**config.mk**
```make
export PLATFORM = sky130hd
export DESIGN_NAME = instruction_fetch_flat
export DESIGN_NICKNAME = d
export VERILOG_FILES = /design/src/rtl/riscv_pkg.sv /design/src/rtl/instruction_fetch_if.sv /design/src/rtl/fetch_hold_buf.sv /design/src/rtl/instruction_fetch.sv /design/src/flat_wrapper.sv
export SDC_FILE = /design/constraint.sdc
export NUM_CORES = 1
export LEC_CHECK = 0
export ABC_AREA = 1
export CAP_MARGIN = 20
export CORE_MARGIN = 4
export CORE_UTILIZATION = 50
export CTS_CLUSTER_SIZE = 10
export DETAILED_ROUTE_END_ITERATION = 16
export GPL_TIMING_DRIVEN = 0
export PLACE_DENSITY = 0.8
export SYNTH_ARGS = -nofsm -noshare
export SYNTH_HDL_FRONTEND = slang
export SYNTH_SLANG_ARGS = --single-unit
export TNS_END_PERCENT = 100
```
**constraint.sdc**
```tcl
create_clock -name clk -period 2.2 [get_ports clk]
set_input_delay 0.22 -clock clk [delete_from_list [all_inputs] [get_ports clk]]
set_output_delay 0.22 -clock clk [all_outputs]
set_load 0.05 [all_outputs]
```
**src/rtl/riscv_pkg.sv**
```systemverilog
// riscv_pkg: shared constants and types for the fetch slice.
//   XLEN          - datapath / address width
//   INSTR_NOP     - word presented on out_instr while no instruction is valid
//   PC_STEP       - byte increment between sequential instruction words
//   fetch_state_t - fetch control states
//   pc_next()     - sequential successor of a PC (wraps mod 2^XLEN)
package riscv_pkg;

  localparam int XLEN = 32;
  localparam logic [XLEN-1:0] INSTR_NOP = 32'h0000_0013;
  localparam logic [XLEN-1:0] PC_STEP = 32'd4;

  // EMPTY : nothing in flight, current cycle only issues an address
  // STREAM: memory data for req_pc is on the read port
  // HOLD  : a stalled word sits in the capture buffer
  // FAULT : misaligned redirect seen; only reset leaves this state
  typedef enum logic [1:0] {
    EMPTY  = 2'd0,
    STREAM = 2'd1,
    HOLD   = 2'd2,
    FAULT  = 2'd3
  } fetch_state_t;

  function automatic logic [XLEN-1:0] pc_next(input logic [XLEN-1:0] pc);
    return pc + PC_STEP;
  endfunction

endpackage

```
**src/rtl/instruction_fetch_if.sv**
```systemverilog
// instruction_fetch_if: fetch -> decode valid/ready handshake.
//   valid - pc/instr carry an instruction
//   ready - decode accepts this cycle (transfer on valid & ready)
//   pc    - byte address of instr
//   instr - instruction word, NOP while valid is low
// Modports: master (fetch side), slave (decode side).
interface instruction_fetch_if;
  import riscv_pkg::*;

  logic            valid;
  logic            ready;
  logic [XLEN-1:0] pc;
  logic [XLEN-1:0] instr;

  modport master (output valid, output pc, output instr, input ready);
  modport slave  (input valid, input pc, input instr, output ready);

endinterface

```
**src/rtl/fetch_hold_buf.sv**
```systemverilog
// fetch_hold_buf: one-entry capture buffer for a stalled instruction.
//   clk, resetn      - clock, asynchronous active-low reset
//   load             - capture data_in/pc_in and mark valid
//   clear            - drop the entry (wins over load)
//   data_in, pc_in   - word and its address to capture
//   data_q, pc_q     - captured word and address
//   vld_q            - entry holds an instruction
module fetch_hold_buf
  import riscv_pkg::*;
(
  input  logic            clk,
  input  logic            resetn,
  input  logic            load,
  input  logic            clear,
  input  logic [XLEN-1:0] data_in,
  input  logic [XLEN-1:0] pc_in,
  output logic [XLEN-1:0] data_q,
  output logic [XLEN-1:0] pc_q,
  output logic            vld_q
);

  always_ff @(posedge clk or negedge resetn) begin
    if (!resetn) begin
      data_q <= '0;
      pc_q   <= '0;
      vld_q  <= 1'b0;
    end else if (clear) begin
      vld_q <= 1'b0;
    end else if (load) begin
      data_q <= data_in;
      pc_q   <= pc_in;
      vld_q  <= 1'b1;
    end
  end

endmodule

```
**src/rtl/instruction_fetch.sv**
```systemverilog
// instruction_fetch: PC owner and fetch control in front of a byte-addressed
// instruction memory with one-cycle registered read latency.
//   RESET_PC       - PC loaded on reset
//   clk, resetn    - clock, asynchronous active-low reset
//   imem_addr      - address issued this cycle (= pc_q)
//   imem_rdata     - data for the address issued last cycle
//   redirect_valid - load redirect_pc, flush everything in flight
//   redirect_pc    - redirect target
//   out            - {pc, instr} to decode over valid/ready (master side)
//   fault          - sticky misaligned-redirect flag
// Build option IFETCH_MISALIGN_CHECK_EN: when defined, a redirect with
// redirect_pc[1:0] != 0 parks the stage in FAULT until reset. When undefined,
// the low two bits of redirect_pc are ignored and fault is tied low.
module instruction_fetch
  import riscv_pkg::*;
#(
  parameter logic [XLEN-1:0] RESET_PC = 32'h0000_0000
) (
  input  logic                       clk,
  input  logic                       resetn,
  output logic [XLEN-1:0]            imem_addr,
  input  logic [XLEN-1:0]            imem_rdata,
  input  logic                       redirect_valid,
  input  logic [XLEN-1:0]            redirect_pc,
  instruction_fetch_if.master        out,
  output logic                       fault
);

  fetch_state_t    state_q;
  logic [XLEN-1:0] pc_q;
  logic [XLEN-1:0] req_pc_q;
  logic            req_vld_q;
  logic [XLEN-1:0] hold_q;
  logic [XLEN-1:0] hold_pc_q;
  logic            hold_vld_q;

  logic [XLEN-1:0] redirect_tgt;
  logic            misalign;
  logic            in_fault;
  logic            stall;
  logic            hold_load;
  logic            hold_clear;
  logic [XLEN-1:0] src_pc;
  logic [XLEN-1:0] src_instr;

`ifdef IFETCH_MISALIGN_CHECK_EN
  assign redirect_tgt = redirect_pc;
  assign misalign     = (redirect_pc[1:0] != 2'b00);
  assign fault        = in_fault;
`else
  // Masking (rather than slicing) keeps every redirect_pc bit in use.
  assign redirect_tgt = redirect_pc & ~32'h0000_0003;
  assign misalign     = 1'b0;
  assign fault        = 1'b0;
`endif

  assign in_fault  = (state_q == FAULT);
  assign imem_addr = pc_q;

  // A redirect kills whatever is on the output in the same cycle.
  assign out.valid = (hold_vld_q | req_vld_q) & ~redirect_valid & ~in_fault;
  assign stall     = out.valid & ~out.ready;

  // Only the first stalled cycle of a streamed word needs capturing: the
  // memory output moves on next cycle, the buffer does not.
  assign hold_load  = ~in_fault & ~redirect_valid & stall & ~hold_vld_q;
  assign hold_clear = ~in_fault & (redirect_valid | ~stall);

  fetch_hold_buf u_hold (
    .clk     (clk),
    .resetn  (resetn),
    .load    (hold_load),
    .clear   (hold_clear),
    .data_in (imem_rdata),
    .pc_in   (req_pc_q),
    .data_q  (hold_q),
    .pc_q    (hold_pc_q),
    .vld_q   (hold_vld_q)
  );

  always_comb begin
    src_pc    = '0;
    src_instr = INSTR_NOP;
    case (state_q)
      HOLD: begin
        src_pc    = hold_pc_q;
        src_instr = hold_q;
      end
      STREAM: begin
        src_pc    = req_pc_q;
        src_instr = imem_rdata;
      end
      default: ;
    endcase
  end

  assign out.pc    = out.valid ? src_pc : '0;
  assign out.instr = out.valid ? src_instr : INSTR_NOP;

  always_ff @(posedge clk or negedge resetn) begin
    if (!resetn) begin
      state_q   <= EMPTY;
      pc_q      <= RESET_PC;
      req_pc_q  <= '0;
      req_vld_q <= 1'b0;
    end else if (state_q != FAULT) begin
      if (redirect_valid) begin
        req_vld_q <= 1'b0;
        if (misalign) begin
          // pc_q stays frozen at its pre-redirect value.
          state_q <= FAULT;
        end else begin
          pc_q    <= redirect_tgt;
          state_q <= EMPTY;
        end
      end else if (!stall) begin
        pc_q      <= pc_next(pc_q);
        req_pc_q  <= pc_q;
        req_vld_q <= 1'b1;
        state_q   <= STREAM;
      end else if (state_q == STREAM) begin
        // The word now on the read port goes into the hold buffer; re-issue
        // pc_q so its data is back on the read port when the stall lifts.
        req_pc_q <= pc_q;
        state_q  <= HOLD;
      end
      // HOLD with stall: everything stays put.
    end
  end

endmodule

```
**src/flat_wrapper.sv**
```systemverilog
// flat-port wrapper written by rule: the top's interface ports become plain ports
module instruction_fetch_flat import riscv_pkg::*;
#(
  parameter logic [XLEN-1:0] RESET_PC = 32'h0000_0000
)
  (clk, resetn, imem_addr, imem_rdata, redirect_valid, redirect_pc, fault, out_valid, out_pc, out_instr, out_ready);
  instruction_fetch_if out_i ();
  input  logic clk;
  input  logic resetn;
  output logic [XLEN-1:0] imem_addr;
  input  logic [XLEN-1:0] imem_rdata;
  input  logic redirect_valid;
  input  logic [XLEN-1:0] redirect_pc;
  output logic fault;
  output wire logic [$bits(out_i.valid)-1:0] out_valid;
  output wire logic [$bits(out_i.pc)-1:0] out_pc;
  output wire logic [$bits(out_i.instr)-1:0] out_instr;
  input wire logic [$bits(out_i.ready)-1:0] out_ready;
  assign out_valid = out_i.valid;
  assign out_pc = out_i.pc;
  assign out_instr = out_i.instr;
  assign out_i.ready = out_ready;
  instruction_fetch #(.RESET_PC(RESET_PC)) u_core (.clk(clk), .resetn(resetn), .imem_addr(imem_addr), .imem_rdata(imem_rdata), .redirect_valid(redirect_valid), .redirect_pc(redirect_pc), .out(out_i), .fault(fault));
endmodule
```
==> impl_metrics.tcl, run 1 <==
set metrics [dict create \
    rsz0062_at_grt "true" \
    num_vias 7255 \
    drive_gt1_frac 0.1702 \
    ioPinCount 166 \
    dieArea_sq_um 15690 \
    globalRouteOverflowTotal 0 \
    async_reset_ff_frac 1.000 \
    syn_area_sq_um 6877 \
    post-dp-hpwl_um 14880 \
    grt_max_degree 70 \
    cts_sinks 126 \
    vdd_drop_max_mv 0.6861 \
    cp_data_required_time_ps 1980 \
    synth_most_common_cell "nand2_1" \
    die_h_um 125.3 \
    num_rows 42 \
    num-fill-cells 1068 \
    clockRootBuffer "clkbuf_16" \
    cts_made_buffers 17 \
    pwr_density_cell_nw_per_um2 1100 \
    clkTransAtPathRegs_ps 50 \
    cp-start-kind "flip-flop" \
    synth.yosys.warnings 0 \
    h-tree-depth 4 \
    violations "setup timing" \
    holdWs_ps 352.2 \
    tightest_slew_ps 563.1 \
    finClkSkew_ps 6.713 \
    ant_nets 0 \
    grt_antenna_before_repair 0 \
    fp.dieW_um 125.3 \
    cp_max_fo 11 \
    fin_crit_ps 2320 \
    critPathKind "flip-flop to output port" \
    fp.coreArea_sq_um 13350 \
    yosysTopAreaCell "dfrtp_1" \
    status "finished, violations left" \
    syn_avg_cell_area_sq_um 6.946 \
    grt_first_pass_wirelength_um 34020 \
    wl_per_cell_um 15.55 \
    grt_pass1_vias 6848 \
    layout_worst_path_cycle_share 1.054 \
    ys_top_cells_by_count "424 x nand2_1, 126 x dfrtp_1, 98 x nand3_1" \
    fin_cells 1363 \
    clock_latency_ps 420 \
    grt_use_total 0.2653 \
    p_leak_nw 4.554 \
    syn_inst 990 \
    cts_tree "built" \
    ys.flop_type "dfrtp_1" \
    fin_ws_ps -119.7 \
    max-slew-margin-rel 0.6246 \
    start_util 0.5152 \
    setup_viol 42 \
    worstPathArrival_ps 2100 \
    dp_slack_ps -993.5 \
    drt_iter0_drc 603 \
    numPortBuffers 158 \
    gp_congestion 0.8890 \
    viasPerCell 5.323 \
    nets 1248 \
    wl_um 21190 \
    first_pass_iters 6 \
    synth_edf_count 0 \
    syn_to_final_growth_pct 42.47 \
    slew_violations 0 \
    ys_types 30 \
    hold_viol 0 \
    max_cap_viol_count 0 \
    ys_top_cells_by_area "dfrtp_1 46%, nand2_1 23%, nand3_1 7.1%, a21oi_1 5.2%, nor2_1 4.2%" \
    fmaxAchievable_mhz 431.1 \
    antennaDiodeCount 0 \
    ys_seq_area_frac 0.4585 \
    end_kind "output port" \
    synth-seq-cells 126 \
    drc_errors 0 \
    setup_tns_ps -2005 \
    numPlacedInstances 1329 \
    holdCritPathClass "input port to async pin" \
    synth_top_cell_area_share 0.4585 \
    ctsLongestPathBuffers 2 \
]
[report_power, final]
group          internal, mW  leakage (nW)  total [mW]  switching, mW
registers              3.20          1.53        3.95          0.750
logic                  1.40          2.74        4.12           2.72
clock network          1.73         0.279        2.71          0.974
[flip-flops by register name, summed over array words and instances (netlist names)]
signal and count:
u_core.u_hold.data_q 32, u_core.imem_addr 30, u_core.state_q 2, u_core.u_hold.pc_q 30, u_core.req_pc_q 30, u_core.req_vld_q 1, u_core.u_hold.vld_q 1
[path summary, 6_finish.rpt]
kind,start,endpoint,slack (ps),depth (start not counted)
setup / recovery,u_core.state_q[0],out_pc[21],-120,9
hold / removal,resetn,u_core.u_hold.data_q[21],350,2
setup reg to reg,u_core.imem_addr[3],u_core.imem_addr[22],250,10
hold reg to reg,u_core.u_hold.data_q[31],u_core.u_hold.data_q[31],470,2
max in group asynchronous,resetn,u_core.req_pc_q[26],1100,3
min in group clk,redirect_pc[3],u_core.imem_addr[3],370,3
[worst max-delay path, stage by stage, from the launching register on]
cell     delay [ps]
dfrtp_2         440
ha_4            190
nor2_4          120
o21ai_4          90
nor2_4          140
inv_4            80
buf_12          150
buf_12          140
a21oi_4         150
buf_6           180
[cell families after synthesis]
kind of cell | after synthesis | share of synthesized area
and+or+nand+nor | 607 | 0.3535
AOI/OAI and AO/OA | 136 | 0.1033
DFF | 126 | 0.4585
buffers and inverters | 116 | 0.07678
adders and majority gates | 4 | 0.007278
other | 1 | 0.0005453
[layout by cell type (no fill, tap or decap), types with 2 or more instances in the layout]
master	instances
clkbuf_16	18
buf_6	49
o21ai_0	31
clkbuf_8	4
nand3_1	98
nand2_2	2
a21oi_2	28
buf_2	13
clkinv_1	2
inv_2	2
clkdlybuf4s50_1	94
buf_4	30
nand2_1	424
nor2_1	74
clkbuf_1	20
bufinv_16	2
a31oi_1	2
buf_12	2
ha_4	3
o211ai_1	4
a21oi_1	27
buf_8	2
a21oi_4	17
o21ai_1	17
clkinv_2	4
nor2_4	2
inv_4	2
o22ai_1	7
inv_1	48
clkbuf_4	7
clkbuf_2	6
dfrtp_1	125
nor2_2	3
conb_1	5
[per-stage QoR]
stage	power [mW]	area [sq um]	util
5_1_grt	11.41	9797	0.7340
3_5_place_dp	7.753	8827	0.6613
4_1_cts	10.65	9609	0.7199
2_1_floorplan	6.414	6997	-
3_3_place_gp	7.656	8798	0.6592
6_report	10.78	9797	0.7340
[metal layers]
metal / GRT usage / vias up / wire, um
met1: 0.3562 / 3354 / 9229
met3: 0.04520 / 46 / 1588
met2: 0.4287 / 342 / 9791
li1: - / 3513 / -
met5: 0 / - / 0
met4: 0.1103 / 0 / 579
[final cells by class]
cell class / count / area, sq um / area share
buffer: 60 / 389.1 / 0.03972
tap: 176 / 220.2 / 0.02248
clock inverter: 7 / 87.58 / 0.008940
clock buffer: 23 / 478.0 / 0.04879
sequential: 126 / 3154 / 0.3220
inverter: 54 / 207.7 / 0.02120
timing repair buffer: 165 / 1695 / 0.1731
multi-input combinational: 752 / 3565 / 0.3639
[what timing repair did]
action                                  in CTS  in global routing
pin swaps                                    3                  3
resized for setup                          466                 38
cloned                                       0                  1
endpoints found under the setup margin      63                 66
endpoints found under the hold margin       57                  0
setup buffers                                4                  0
hold buffers                                 1                  0
(Power assumes the default switching activity.)
==> run 2: changes to the inputs <==
Settings changed: CELL_PAD_IN_SITES_DETAIL_PLACEMENT set to 0, CELL_PAD_IN_SITES_GLOBAL_PLACEMENT set to 1, CORE_UTILIZATION 50 to 35, PLACE_DENSITY 0.8 to unset, PLACE_DENSITY_LB_ADDON set to 0.1, SKIP_CTS_REPAIR_TIMING set to 1.
==> run 2 against run 1 <==
Net effect: largest power group unchanged; largest cell class unchanged; utilization fell by 22 points; global-route usage fell by 5.9 points; clock skew rose by 2.5 ps; the run still ends with setup timing left; routed wire length rose by 7.7%; non-clock buffer count rose by 7.
==> impl_metrics.tcl, run 2 (same netlist as run 1, synthesis figures left out) <==
set metrics [dict create \
    status "finished, violations left" \
    violations "setup timing" \
    rrSetupSlack_ps 220 \
    first_pass_iters 5 \
    final_cell_mix "424 x nand2_1, 124 x dfrtp_1, 98 x nand3_1, 94 x clkdlybuf4s50_1, 74 x nor2_1" \
    num_vias 6961 \
    globalRouteOverflowTotal 0 \
    gp_congestion 0.8592 \
    finalPower_mw 11.07 \
    wl_per_cell_um 15.62 \
    numPortBuffers 158 \
    grt_first_pass_wirelength_um 36070 \
    holdCritPathClass "input port to async pin" \
    fp.coreArea_sq_um 19400 \
    ioPinCount 166 \
    cp_data_required_time_ps 1980 \
    hold_viol 0 \
    worstPathArrival_ps 2140 \
    crit_start "u_core.state_q[0]" \
    vdd_drop_max_mv 0.5257 \
    pwr_density_cell_nw_per_um2 1108 \
    ctsLongestPathBuffers 2 \
    drt_iter0_drc 463 \
    critPathCapture "out_pc[21]" \
    crit_family "buffers and inverters" \
    clock_latency_ps 420 \
    tightest_slew_ps 695.9 \
    cp_slowest_cell "dfrtp_2" \
    num_rows 51 \
    slew_violations 0 \
    drc_errors 0 \
    multi_input_area_sq_um 3531 \
    clockRootBuffer "clkbuf_16" \
    rr_worst_depth 10 \
    fin_crit_ps 2358 \
    syn_to_final_growth_pct 45.27 \
    regMostFlops "u_core.u_hold.data_q" \
    cp-start-kind "flip-flop" \
    cts_sinks 126 \
    cp_cell_sequence "ha_4 > nor2_4 > o21ai_4 > nor2_4 > inv_4 > buf_12 > buf_12 > a21oi_4 > buf_6" \
    final_common_cell "nand2_1" \
    pwr-share-seq 0.357 \
    critPathBufInv 4 \
    placed_area_sq_um 8939 \
    p_clk_frac 0.273 \
    grt_pass1_vias 6789 \
    comb_power_share 0.370 \
    p_leak_nw 4.598 \
    intPower_mw 6.581 \
    cts_tree "built" \
    r2r_end "u_core.imem_addr[22]" \
    fp.dieW_um 148.2 \
    start_util 0.3545 \
    ant_nets 0 \
    post-dp-hpwl_um 16470 \
    drive_gt1_frac 0.1839 \
    max-slew-margin-rel 0.5361 \
    fmaxAchievable_mhz 424.1 \
    end_kind "output port" \
    largest_register_ffs 32 \
    grt_max_degree 94 \
    holdWs_ps 277.1 \
    clkTransAtPathRegs_ps 60 \
    max_cap_viol_count 0 \
    rsz0062_at_grt "true" \
    grt_antenna_before_repair 0 \
    critPathKind "flip-flop to output port" \
    antennaDiodeCount 0 \
    cts_made_buffers 17 \
    wl_um 22830 \
    utilization 0.5150 \
    dieArea_sq_um 21950 \
    path_depth 9 \
    finClkSkew_ps 9.204 \
    slowest_delay_ps 450 \
    seq_area_sq_um 3156 \
    nets 1255 \
    fin_ws_ps -157.8 \
    design_area_sq_um 9990 \
    setup_tns_ps -5486 \
    grt_use_total 0.2066 \
    viasPerCell 4.765 \
    die_h_um 148.2 \
    power.switching_mw 4.491 \
    rr_startpoint "u_core.imem_addr[3]" \
    num-fill-cells 2037 \
    layout_worst_path_cycle_share 1.072 \
    setup_viol 58 \
    cp_max_fo 10 \
    h-tree-depth 4 \
    p_sw_frac 0.4056 \
]
==> run 2: changes by cell type in the layout (fill, tap and decap cells not counted), sizes merged <==
cell / before / now
dlygate4sd2: 1 / 0
clkinvlp: 1 / 4
dlymetal6s2s: 0 / 1
clkbuf: 55 / 54
bufinv: 2 / 4
buf: 97 / 104
clkinv: 6 / 4
==> run 2: stage by stage <==
step           setup WS, ps  cells
3_3_place_gp          -4463   1417
2_1_floorplan        -231.3    994
6_report             -157.8   1461
3_5_place_dp          -1096   1418
4_1_cts               -1404   1450
5_1_grt              -252.7   1461
==> run 2: worst min path at each step <==
stage / slack, ps / to / start
floorplan: -80 / u_core.imem_addr[10] / resetn
global placement: 450 / u_core.u_hold.pc_q[12] / u_core.u_hold.pc_q[12]
detailed placement: 130 / u_core.u_hold.data_q[29] / resetn
CTS: -320 / u_core.u_hold.data_q[29] / resetn
global route: 300 / u_core.u_hold.data_q[29] / resetn
finish: 280 / u_core.u_hold.data_q[29] / resetn
==> run 2: final cells by class <==
class	count	share of cell area
buffer	60	0.03770
multi-input combinational	752	0.3535
inverter	54	0.02079
sequential	126	0.3159
clock buffer	22	0.04747
tap	265	0.03319
clock inverter	10	0.01603
timing repair buffer	172	0.1755
==> run 2: power groups by stage <==
stage,sequential [mW],combinational (mW),clock (mW)
3_5_place_dp,3.96,3.88,0
2_1_floorplan,4.32,2.09,0
6_report,3.95,4.10,3.02
4_1_cts,3.93,3.90,3.08
3_3_place_gp,3.95,3.84,0
5_1_grt,4.08,4.52,3.19
==> run 2: metal layers <==
layer  GRT usage  wire length [um]  up-vias
li1            -                 -     3525
met1      0.2936             10920     3233
met2      0.3218             10430      180
met3     0.03809              1130       23
met4     0.06420               339        0
met5           0                 0        -
==> run 3: changes to the inputs <==
Settings changed: CELL_PAD_IN_SITES_DETAIL_PLACEMENT 0 to 1, CELL_PAD_IN_SITES_GLOBAL_PLACEMENT 1 to 2, CORE_UTILIZATION 35 to 29.
Clock period 2.2 ns to 2.92 ns, I/O delays scaled along.
==> run 3 against run 2 <==
Net effect: the flow now finishes without violations; clock power down 26%; die area up 20%; routed wire length up 11%; critical path depth unchanged; non-clock buffer count down 12; total power down 27%; sequential cell count unchanged; worst hold slack better by 130 ps; global-route usage down 0.95 points; final cell count up 2.7%; count of clock-buffer cells in the layout unchanged.
==> impl_metrics.tcl, run 3 (same netlist as run 1, synthesis figures left out) <==
set metrics [dict create \
    final_cell_mix "424 x nand2_1, 126 x dfrtp_1, 98 x nand3_1, 95 x clkdlybuf4s50_1, 76 x nor2_1" \
    multi_input_area_sq_um 3233 \
    max-slew-margin-rel 0.5885 \
    grt_antenna_before_repair 0 \
    largest_register_ffs 32 \
    cts_tree "built" \
    end_kind "output port" \
    grt_pass1_vias 7370 \
    finalPower_mw 8.105 \
    status "finished, final reports clean" \
    fp.coreArea_sq_um 23400 \
    clkTransAtPathRegs_ps 60 \
    setup_tns_ps 0 \
    holdCritPathClass "input port to async pin" \
    drive_gt1_frac 0.1202 \
    grt_max_degree 78 \
    clockRootBuffer "clkbuf_16" \
    wl_um 25290 \
    num-fill-cells 2978 \
    fin_cells 1500 \
    layout_worst_path_cycle_share 0.9469 \
    cts_sinks 126 \
    antennaDiodeCount 0 \
    p_leak_nw 4.423 \
    placed_area_sq_um 8901 \
    start_util 0.2938 \
    crit_start "u_core.state_q[0]" \
    gr-usage-met1 0.2785 \
    grt_use_total 0.1970 \
    critPathBufInv 4 \
    cp_slowest_cell "dfrtp_1" \
    fp.dieW_um 162.0 \
    grt_first_pass_wirelength_um 41080 \
    drt_iter0_drc 367 \
    gp_congestion 0.8245 \
    seq_area_sq_um 3153 \
    pwr_density_cell_nw_per_um2 871.3 \
    crit_top_cell "nor2_4" \
    dp_slack_ps -542.7 \
    cp_data_required_time_ps 2630 \
    numPortBuffers 158 \
    ioPinCount 166 \
    tightest_slew_ps 617.2 \
    slew_violations 0 \
    num_rows 56 \
    rrSetupSlack_ps 700 \
    syn_to_final_growth_pct 35.28 \
    rsz0062_at_grt "false" \
    utilization 0.3975 \
    wl_per_cell_um 16.86 \
    design_area_sq_um 9303 \
    globalRouteOverflowTotal 0 \
    fmaxAchievable_mhz 361.7 \
    setup_viol 0 \
    viasPerCell 4.697 \
    fin_ws_ps 155.0 \
    worstPathArrival_ps 2470 \
    die_h_um 162.0 \
    crit_family "buffers and inverters" \
    finClkSkew_ps 9.450 \
    ctsLongestPathBuffers 2 \
    post-dp-hpwl_um 18570 \
    rr_startpoint "u_core.imem_addr[3]" \
    drc_errors 0 \
    ant_nets 0 \
    hold_viol 0 \
    clock_latency_ps 420 \
    vdd_drop_max_mv 0.3515 \
    regMostFlops "u_core.u_hold.data_q" \
    cp_max_fo 10 \
    final_common_cell "nand2_1" \
    gr-usage-met3 0.03324 \
    slowest_delay_ps 420 \
    first_pass_iters 4 \
    cp_cell_sequence "ha_1 > nor2_4 > o21ai_2 > nor2_4 > inv_2 > buf_2 > buf_6 > a21oi_1 > clkbuf_4" \
    cts_made_buffers 17 \
    dieArea_sq_um 26240 \
    h-tree-depth 4 \
    top_usage_layer "met2" \
    met2_usage 0.3162 \
    max_cap_viol_count 0 \
    num_vias 7045 \
    nets 1243 \
    fin_crit_ps 2765 \
    cp-start-kind "flip-flop" \
    holdWs_ps 410.4 \
    numPlacedInstances 1472 \
    critPathKind "flip-flop to output port" \
]
## run 3: area by class of cell
cell class / count / area share
buffer: 60 / 0.03551
clock buffer: 22 / 0.04990
clock inverter: 7 / 0.01479
inverter: 54 / 0.02206
multi-input combinational: 752 / 0.3475
sequential: 126 / 0.3389
tap: 319 / 0.04291
timing repair buffer: 160 / 0.1484
## run 3: metal layers
metal	up-vias	wire length (um)
li1	3509	-
met1	3383	12430
met2	131	11650
met3	22	935
met4	0	271
met5	-	0
## run 3: where the power goes
group	internal, mW	switching (mW)	leakage [nW]
registers	2.41	0.573	1.53
logic	0.915	1.97	2.60
clock network	1.46	0.781	0.292
total	4.78	3.33	4.42
## run 3: path summary, 6_finish.rpt
path	depth (start not counted)	end
min in group clk	3	u_core.imem_addr[3]
max in group asynchronous	3	u_core.req_pc_q[21]
setup / recovery	9	out_pc[21]
hold / removal	2	u_core.u_hold.data_q[29]
hold reg to reg	2	u_core.u_hold.data_q[14]
setup reg to reg	10	u_core.imem_addr[20]
## run 3: worst register-to-register path, cell delays in order, from the launching register on
cell and delay, ps:
dfrtp_1 470, ha_1 220, nand2_1 70, nor2_1 310
nand2_1 180, nor2_1 450, nand2_1 110, nand2_1 80
nand3_1 90, nand2_1 100, nand2_1 50
==> RTL change (flow settings as in run 2) <==
Change the package constant `XLEN` from 32 to 64.
--- a/src/rtl/riscv_pkg.sv
+++ b/src/rtl/riscv_pkg.sv
@@ -6,7 +6,7 @@
 //   pc_next()     - sequential successor of a PC (wraps mod 2^XLEN)
 package riscv_pkg;
 
-  localparam int XLEN = 32;
+  localparam int XLEN = 64;
   localparam logic [XLEN-1:0] INSTR_NOP = 32'h0000_0013;
   localparam logic [XLEN-1:0] PC_STEP = 32'd4;
 
Interface: changed (5 resized); port bits go from 166 to 326. No check against the original RTL was run, so the function may have changed too.
==> RTL change against run 2 <==
The run still ends with negative setup slack left; final area is 100% higher; count of clock-buffer cells in the layout is 25 higher; largest power group unchanged; routed wire length is 140% higher; maximum frequency is 12% lower; critical endpoint is now out_pc[40]; largest cell class unchanged; non-clock buffer count is 194 higher; synthesized area is 110% higher; sequential cell count is 128 higher; worst setup slack worse by 0.31 ns; via count is 97% higher; total power is 100% higher; highest routed layer unchanged; cell count is 86% higher.
==> RTL change: results (changes against run 2) <==
* Yosys synthesis warning count at 0 (unchanged)
* Total clock buffers created by CTS at 31 (was 17)
* Number of global-route vias before repair at 13391 (was 6789)
* Routing usage on met2 at 37.9% (was 32.2%)
* Status: finished with violations (unchanged)
* Routed WL at 55.4 mm (was 22.8 mm)
* Pin count of the biggest net entering global routing at 99 (was 94)
* CTS max path bufs at 3 (was 2)
* Portion of the post-synthesis area used by sequential elements at 44.4% (was 45.9%)
* Wire length of the first global-routing pass at 81.8 mm (was 36.1 mm)
* Violations in the final reports: negative setup slack (unchanged)
* Placement-stage worst setup slack at -1.54 ns (was -1.10 ns)
* Synthesized netlist cell count at 1812 (was 990)
* Largest cells by area after synthesis: sky130_fd_sc_hd__dfrtp_1 (44%), sky130_fd_sc_hd__nand2_1 (16%), sky130_fd_sc_hd__mux2_4 (11%) (was sky130_fd_sc_hd__dfrtp_1 (46%), sky130_fd_sc_hd__nand2_1 (23%), sky130_fd_sc_hd__nand3_1 (7.1%))
* Worst Reg2Reg Path Length in Cells at 12 (was 10)
* Worst min-delay path class: input port to flop (was input port to asynchronous set/reset pin)
* Average detailed-routed wire length per instance at 20.4 um (was 15.6 um)
* Global-route total usage across every layer at 23.7% (was 20.7%)
* Port buffer count at 317 (was 158)
* Clk_skew at 0.0176 ns (was 0.00920 ns)
* Hold path cells at 5
* Worst path slowest cell: sky130_fd_sc_hd__dfrtp_1 (was sky130_fd_sc_hd__dfrtp_2)
* Sw power at 0.00917 W (was 0.00449 W)
* Flip-flop count of the largest register, all copies and words added at 64 (was 32)
* Routing usage on met3 at 3.72% (was 3.81%)
* FF-to-FF Start: u_core.state_q[0] (was u_core.imem_addr[3])
* Starting DRT DRC Count at 1054 (was 463)
* Number of antenna violations at the first check in global routing at 1 (was 0)
* Total cell area at the placement stage at 18500 um^2 (was 8940 um^2)
* Most frequent cells after synthesis: sky130_fd_sc_hd__nand2_1 (615), sky130_fd_sc_hd__dfrtp_1 (254), sky130_fd_sc_hd__nor2_1 (187) (was sky130_fd_sc_hd__nand2_1 (424), sky130_fd_sc_hd__dfrtp_1 (126), sky130_fd_sc_hd__nand3_1 (98))
* FF-to-FF End: u_core.imem_addr[62] (was u_core.imem_addr[22])
* Final HPWL DP at 42.0 mm (was 16.5 mm)
* Maximum ir drop on the vdd rail at 729 uV (was 526 uV)
* Number of nets in the layout at 2311 (was 1255)
* Routability congestion estimate at 0.929 (was 0.859)
* Proportion of layout cells with a drive suffix above 1 at 21.9% (was 18.4%)
* Met1 usage in global routing at 34.0% (was 29.4%)
* Setup violation total in the final timing report at 248 (was 58)
* Leakage power of the design at 9.07 nW (was 4.60 nW)
* Arrival time at the worst endpoint at 2.45 ns (was 2.14 ns)
* Routed vias at 13708 (was 6961)
* Worst skew pair latency at 0.59 ns (was 0.42 ns)
* Number of placed instances, taps included at 2660 (was 1418)
* Final setup slack of the worst path at -0.467 ns (was -0.158 ns)
* Number of H-tree levels at 1 (was 4)
* Highest cell delay on the worst timing path at 0.40 ns (was 0.45 ns)
* Worst slew slack as a fraction of its limit at 46.2% (was 53.6%)
## RTL change: worst max-delay path by stage
stage / endpoint / start / slack (ns)
CTS: out_pc[40] / u_core.state_q[1] / -2.18
finish: out_pc[40] / u_core.state_q[0] / -0.47
global placement: u_core.imem_addr[44] / resetn / -10.73
floorplan: out_pc[10] / u_core.state_q[1] / -0.48
global route: out_pc[10] / u_core.state_q[0] / -0.58
detailed placement: out_pc[40] / u_core.state_q[1] / -1.54
## RTL change: cell families after synthesis
logic type / synth area share, %
DFF: 44.4
and+or+nand+nor: 24.4
buffers and inverters: 7.45
AOI/OAI and AO/OA: 10.9
other: 0.0262
muxes: 12.4
xor gates and xnor gates: 0.0612
adders and majority gates: 0.350
## RTL change: power by group through the flow
stage               Clock (W)  Combinational (W)  Sequential [W]
global route          0.00502            0.00990         0.00851
finish                0.00471            0.00922         0.00827
floorplan                   0            0.00491         0.00889
global placement            0            0.00859         0.00824
detailed placement          0            0.00868         0.00827
CTS                   0.00482            0.00873         0.00822
## RTL change: layout make-up
| type | instances | area [um^2] |
|---|---|---|
| plain buffers | 98 | 738 |
| clock buffers | 47 | 876 |
| clock inverters | 3 | 30.0 |
| fillers | 3948 | 19900 |
| inverters | 133 | 505 |
| multi-input cells | 1329 | 7670 |
| flip-flops and latches | 254 | 6360 |
| well taps | 525 | 657 |
| repair buffers | 328 | 3320 |
## RTL change: worst max-delay path, delay by kind of cell, from the launching register on
family | cells | cell delay, ns
AO/OA/AOI/OAI | 2 | 0.32
buffers and inverters | 6 | 0.73
AND/OR/NAND/NOR | 2 | 0.20
adder cells (fa/ha/maj) | 1 | 0.21
flip-flops | 1 | 0.40
## RTL change: per-layer routing
metal / up-vias / share of wire [%]
met3: 61 / 5.9
li1: 6546 / -
met2: 413 / 46
met5: - / 0
met4: 0 / 2.3
met1: 6688 / 46
## RTL change: per-stage QoR
stage | power [W] | hold WS (ns) | setup TNS, ns | utilization (%)
3_5_place_dp | 0.0169 | 0.213 | -153.33 | 46.1
4_1_cts | 0.0218 | -0.412 | -233.60 | 48.3
2_1_floorplan | 0.0138 | -0.0756 | -47.66 | -
3_3_place_gp | 0.0168 | 0.469 | -2870.82 | 45.9
6_report | 0.0222 | 0.146 | -65.08 | 50.3
5_1_grt | 0.0234 | 0.177 | -93.11 | 50.3
